===== src/rtl/ita_sync_fifo_pkg.sv =====
// Shared types and helpers for the ITA output-row FIFO.
// The optional ITA_FIFO_ASSERTIONS_EN macro only affects ita_sync_fifo.sv.
package ita_sync_fifo_pkg;

  // Operation applied to the FIFO state at the next clock edge.
  typedef enum logic [2:0] {
    FIFO_OP_IDLE     = 3'd0,
    FIFO_OP_PUSH     = 3'd1,
    FIFO_OP_POP      = 3'd2,
    FIFO_OP_PUSH_POP = 3'd3,
    FIFO_OP_BYPASS   = 3'd4,
    FIFO_OP_FLUSH    = 3'd5
  } fifo_op_e;

  // Pointer width; a single-entry FIFO still carries a 1-bit pointer.
  function automatic int unsigned fifo_addr_width(input int unsigned depth);
    return (depth > 1) ? $clog2(depth) : 1;
  endfunction

endpackage


===== src/rtl/ita_sync_fifo.sv =====
// Single-clock FIFO for post-activation output rows, with optional first-word fall-through.
// Define ITA_FIFO_ASSERTIONS_EN to compile in simulation-only protocol checks.
module ita_sync_fifo
  import ita_sync_fifo_pkg::*;
#(
  parameter logic        FALL_THROUGH = 1'b0,
  parameter int unsigned DATA_WIDTH   = 32,
  parameter int unsigned DEPTH        = 8,
  localparam int unsigned ADDR_DEPTH  = fifo_addr_width(DEPTH)
) (
  input  logic                  clk_i,
  input  logic                  rst_ni,
  input  logic                  flush_i,
  input  logic                  testmode_i,
  output logic                  full_o,
  output logic                  empty_o,
  output logic [ADDR_DEPTH-1:0] usage_o,
  input  logic [DATA_WIDTH-1:0] data_i,
  input  logic                  push_i,
  output logic [DATA_WIDTH-1:0] data_o,
  input  logic                  pop_i
);

  localparam int unsigned CNT_W = ADDR_DEPTH + 1;

  logic [DATA_WIDTH-1:0] mem_q [DEPTH];
  logic [ADDR_DEPTH-1:0] read_ptr_q, read_ptr_d;
  logic [ADDR_DEPTH-1:0] write_ptr_q, write_ptr_d;
  logic [CNT_W-1:0]      status_cnt_q, status_cnt_d;
  logic                  mem_we;
  logic                  cnt_zero;
  logic                  bypass;
  logic                  push_ok;
  logic                  pop_ok;
  fifo_op_e              op;

  // No clock gating inside, so the test-mode strap has nothing to control.
  logic unused_testmode;
  assign unused_testmode = testmode_i;

  function automatic logic [ADDR_DEPTH-1:0] ptr_inc(input logic [ADDR_DEPTH-1:0] p);
    return (p == ADDR_DEPTH'(DEPTH - 1)) ? '0 : p + ADDR_DEPTH'(1);
  endfunction

  // Status and head-of-queue view.
  assign cnt_zero = (status_cnt_q == '0);
  assign bypass   = FALL_THROUGH && cnt_zero && push_i;
  assign full_o   = (status_cnt_q == CNT_W'(DEPTH));
  assign empty_o  = cnt_zero && !(FALL_THROUGH && push_i);
  assign usage_o  = status_cnt_q[ADDR_DEPTH-1:0];
  assign data_o   = bypass ? data_i : mem_q[read_ptr_q];

  assign push_ok  = push_i && !full_o;
  assign pop_ok   = pop_i && !empty_o;

  // Decode this cycle's request; flush wins, a bypassed word never touches storage.
  always_comb begin
    op = FIFO_OP_IDLE;
    if (flush_i) begin
      op = FIFO_OP_FLUSH;
    end else if (bypass && pop_i) begin
      op = FIFO_OP_BYPASS;
    end else if (push_ok && pop_ok) begin
      op = FIFO_OP_PUSH_POP;
    end else if (push_ok) begin
      op = FIFO_OP_PUSH;
    end else if (pop_ok) begin
      op = FIFO_OP_POP;
    end
  end

  // Next pointer/count state and memory write enable.
  always_comb begin
    read_ptr_d   = read_ptr_q;
    write_ptr_d  = write_ptr_q;
    status_cnt_d = status_cnt_q;
    mem_we       = 1'b0;
    case (op)
      FIFO_OP_FLUSH: begin
        read_ptr_d   = '0;
        write_ptr_d  = '0;
        status_cnt_d = '0;
      end
      FIFO_OP_PUSH: begin
        mem_we       = 1'b1;
        write_ptr_d  = ptr_inc(write_ptr_q);
        status_cnt_d = status_cnt_q + CNT_W'(1);
      end
      FIFO_OP_POP: begin
        read_ptr_d   = ptr_inc(read_ptr_q);
        status_cnt_d = status_cnt_q - CNT_W'(1);
      end
      FIFO_OP_PUSH_POP: begin
        mem_we       = 1'b1;
        write_ptr_d  = ptr_inc(write_ptr_q);
        read_ptr_d   = ptr_inc(read_ptr_q);
      end
      default: ;
    endcase
  end

  always_ff @(posedge clk_i or negedge rst_ni) begin
    if (!rst_ni) begin
      read_ptr_q   <= '0;
      write_ptr_q  <= '0;
      status_cnt_q <= '0;
    end else begin
      read_ptr_q   <= read_ptr_d;
      write_ptr_q  <= write_ptr_d;
      status_cnt_q <= status_cnt_d;
    end
  end

  // Storage; entries change only on an accepted push.
  always_ff @(posedge clk_i or negedge rst_ni) begin
    if (!rst_ni) begin
      for (int i = 0; i < int'(DEPTH); i++) begin
        mem_q[i] <= '0;
      end
    end else if (mem_we) begin
      mem_q[write_ptr_q] <= data_i;
    end
  end

`ifdef ITA_FIFO_ASSERTIONS_EN
  if (DEPTH == 0) begin : g_depth_chk
    $error("ita_sync_fifo: DEPTH must be at least 1");
  end

  push_full_a: assert property (@(posedge clk_i) disable iff (!rst_ni) !(push_i && full_o))
    else $error("ita_sync_fifo: push while full");

  pop_empty_a: assert property (@(posedge clk_i) disable iff (!rst_ni) !(pop_i && empty_o))
    else $error("ita_sync_fifo: pop while empty");
`else
  // Protocol checks compiled out.
`endif

endmodule


===== config.mk =====
export PLATFORM = sky130hd
export DESIGN_NAME = ita_sync_fifo
export DESIGN_NICKNAME = d
export VERILOG_FILES = /design/src/rtl/ita_sync_fifo_pkg.sv /design/src/rtl/ita_sync_fifo.sv
export SDC_FILE = /design/constraint.sdc
export NUM_CORES = 1
export LEC_CHECK = 0
export ABC_AREA = 1
export ABC_CLOCK_PERIOD_IN_PS = 6050
export CAP_MARGIN = 15
export CORE_MARGIN = 5
export CORE_UTILIZATION = 40
export DETAILED_ROUTE_END_ITERATION = 10
export GPL_ROUTABILITY_DRIVEN = 0
export MAX_ROUTING_LAYER = met4
export SYNTH_ARGS = -nofsm -noshare
export SYNTH_HDL_FRONTEND = slang
export SYNTH_SLANG_ARGS = --single-unit

===== constraint.sdc =====
create_clock -name clk_i -period 6.05 [get_ports clk_i]
set_clock_uncertainty 0.05 [all_clocks]
set_input_delay 0.9075 -clock clk_i [delete_from_list [all_inputs] [get_ports clk_i]]
set_output_delay 0.9075 -clock clk_i [all_outputs]
set_load 0.005 [all_outputs]

==> metrics.csv <==
stage,metric,value,unit
logic_synthesis,area fraction in compound gates after synthesis,18.5,%
grt,grt met3 use,2.16,%
route,DRC,0,
timing,WHS,0.392,ns
clock_network,worst-skew pair later-pin latency,0.53,ns
layout,Layout area overhead,13.3,%
critical_path,Crit. End Element,output pin,
die,Initial Util,40.4,%
grt,largest net degree at the start of global routing,138,
critical_path,crit-path max FO,69,
pwr,PD cells,472,nW/µm²
place,number of I/O port buffers,73,
grt,overflow left after global routing,0,
route,TritonRoute pass-1 iters,5,
status,status,completed,
pwr,Psw,0.00222,W
logic_synthesis,yosys synthesis warning count,0,
timing,Max Slew Vio Count,0,
logic_synthesis,Synth Area in Adders,0.774,%
pwr,internal cell power,0.00434,W
critical_path,Startpoint Class,flip-flop,
logic_synthesis,largest family of logic cells by synthesized area,simple AND/OR/NAND/NOR gates,
die,Die H,185,µm
grt,GRT busiest layer,met2,
timing,Worst slew margin,32.6,%
logic_synthesis,Seq cells post-synth,266,
logic_synthesis,fraction of registers with async set/reset,100,%
grt,initial antenna violation count,0,
clock_network,setup bufs post-CTS,0,
place,"worst slack, placed",2.29,ns
die,Die ar.,34300,µm²
critical_path,CP Class,reg2out,
pwr,Gate power share,32.9,%
clock_network,"Hold-fix buffers, CTS",0,
clock_network,CTS tree,yes,
clock_network,root buffer cell,clkbuf_16,
pwr,leakage,6.65,nW
grt,met1 Use GR,25.0,%
timing,TNS Setup,0,ns
logic_synthesis,Synth Cell Area,12300,µm²
grt,GR Util All Layers,18.3,%
critical_path,worst endpoint data arrival time,3.38,ns
grt,first-pass GRT wire length,50300,µm
pwr,switch share,33.8,%
clock_network,CTS Sinks,266,
route,DR vias/cell,5.07,
timing,Finish-stage setup viols,0,
critical_path,Max stage delay on crit path,0.96,ns
timing,Worst-Margin Slew,1.01,ns
min_path,min-delay worst type,in2async,
route,drt initial violations,868,
layout,"commonest non-fill, non-tap cell in the layout",nand2_1,
logic_synthesis,Mean Syn Cell Area,8.29,µm²
timing,Fmax,0.231,GHz
pwr,Sequential Power Share,38.8,%
timing,RSZ-0062 raised after global routing,false,
logic_synthesis,Post-Synth XOR/XNOR Area,0.0713,%
critical_path,reg2reg path depth,15,
logic_synthesis,"Seq/Total Area, Yosys",54.2,%
layout,number of fill cells,3082,
logic_synthesis,Most used DFF post-synth,dfrtp_1,
logic_synthesis,Mapped Cells,1482,
die,core area,30400,µm²
pwr,Worst VDD drop,0.310,mV
route,drt wl/cell,15.6,µm
layout,most frequent cells in the layout,"nand2_1 (380), o21ai_0 (375), dfrtp_1 (264)",
grt,GRT met2 Usage,30.2,%
critical_path,CP max-delay cell,dfrtp_4,
clock_network,# H-tree levels,1,
place,post-detailed-placement half-perimeter wirelength,15500,µm
clock_network,Clock Tree Buf Depth,3,
critical_path,crit-path cells,buf_4 > nor2_1 > nor2_1 > o21ai_0 > o21ai_0 > nand2_1 > nand2_1 > clkdlybuf4s50_1,
logic_synthesis,Post-Synth Simple-Gate Area,19.2,%
clock_network,post-CTS sizing,0,
die,io pins,75,
logic_synthesis,Netlist cell types,25,
die,FP Rows,64,
timing,Final period util,71.7,%
pwr,Clk pwr share,28.2,%
timing,final worst path period need,4.34,ns
layout,diode count,0,
grt,vias in the first global route,9677,
route,Via Count,9680,
timing,final worst slack,1.71,ns
route,WL final,29800,µm
logic_synthesis,net count after synthesis,1527,
timing,Final Hold Viols,0,
die,Die X,185,µm
flow_run,max_cap viols,0,
critical_path,"Req. time, crit path",5.09,ns
layout,share of layout cells above drive strength 1,4.76,%
route,ANT nets after route,0,
layout,Final nets,1537,
clock_network,Worst-path clk slew,0.06,ns
logic_synthesis,mux contribution to synthesized area,0,%
clock_network,TritonCTS buffer count,28,
logic_synthesis,"EDFF count, synth",0,
==> state kept, by name, summed over array words and instances (netlist names) <==
name / cells
write_ptr_q: 3
mem_q: 256
status_cnt_q: 4
read_ptr_q: 3
==> per-stage QoR <==
stage / instance area, µm² / total power (W) / utilization (%) / std cells
CTS: 13900 / 0.00666 / 45.7 / 1910
global placement: 12900 / 0.00473 / 42.4 / 1858
global route: 13900 / 0.00712 / 45.7 / 1910
finish: 13900 / 0.00657 / 45.7 / 1910
floorplan: 12300 / 0.00387 / - / 1482
detailed placement: 12900 / 0.00477 / 42.4 / 1858
==> final cells by class <==
| class | count | area (µm²) | area share, % |
|---|---|---|---|
| clock inverter | 11 | 183 | 1.31 |
| clock buffer | 41 | 831 | 5.97 |
| multi-input combinational | 1067 | 4740 | 34.1 |
| sequential | 266 | 6660 | 47.9 |
| timing repair buffer | 81 | 821 | 5.90 |
| tap | 396 | 495 | 3.56 |
| inverter | 48 | 181 | 1.30 |
==> final timing paths <==
kind / from / to / slack (ns)
max: read_ptr_q[0]$_DFFE_PN0P_ / data_o[0] / 1.71
min: rst_ni / mem_q[120]$_DFFE_PN0P_ / 0.39
max reg2reg: status_cnt_q[1]$_DFFE_PN0P_ / status_cnt_q[3]$_DFFE_PN0P_ / 3.73
min reg2reg: mem_q[197]$_DFFE_PN0P_ / mem_q[197]$_DFFE_PN0P_ / 0.43
max in group asynchronous: rst_ni / read_ptr_q[1]$_DFFE_PN0P_ / 4.16
min in group clk_i: mem_q[197]$_DFFE_PN0P_ / mem_q[197]$_DFFE_PN0P_ / 0.43
==> worst max-delay path: cells and delay by family, from the launching register on <==
family          cells  cell delay [ns]
compound gates      2             0.20
simple gates        4             0.43
buf+inv             2             1.23
flops               1             0.96
==> synthesized netlist by cell type, types with 3 or more instances <==
cell type / n / area share (%)
o21ai_1: 77 / 3.1
inv_1: 46 / 1.4
buf_4: 7 / 0.43
nand3_1: 4 / 0.16
buf_1: 9 / 0.28
clkbuf_1: 30 / 0.92
nor2_1: 203 / 6.2
o21ai_0: 375 / 15
ha_1: 6 / 0.61
dfrtp_1: 266 / 54
nand4_1: 6 / 0.31
buf_6: 34 / 3.1
buf_2: 17 / 0.69
nand2_2: 3 / 0.15
clkbuf_2: 3 / 0.12
nand2_4: 7 / 0.64
nand2_1: 380 / 12
==> cells by family after synthesis <==
logic type / Yosys count
AND/OR/NAND/NOR: 605
AO/OA/AOI/OAI: 454
flip-flops: 266
buffers and inverters: 149
adder cells (fa/ha/maj): 7
XOR/XNOR: 1
==> layer usage <==
layer	vias up	part of all wire, %
met5	-	0
li1	4842	-
met1	4618	48
met4	0	1.3
met2	191	47
met3	29	3.8
==> power groups by stage <==
stage               combinational (W)  sequential [W]  clock, W
global placement              0.00217         0.00256         0
global route                  0.00253         0.00262   0.00197
CTS                           0.00221         0.00255   0.00190
floorplan                     0.00145         0.00242         0
detailed placement            0.00219         0.00258         0
finish                        0.00216         0.00255   0.00185
Power figures use the tool's default switching activity.
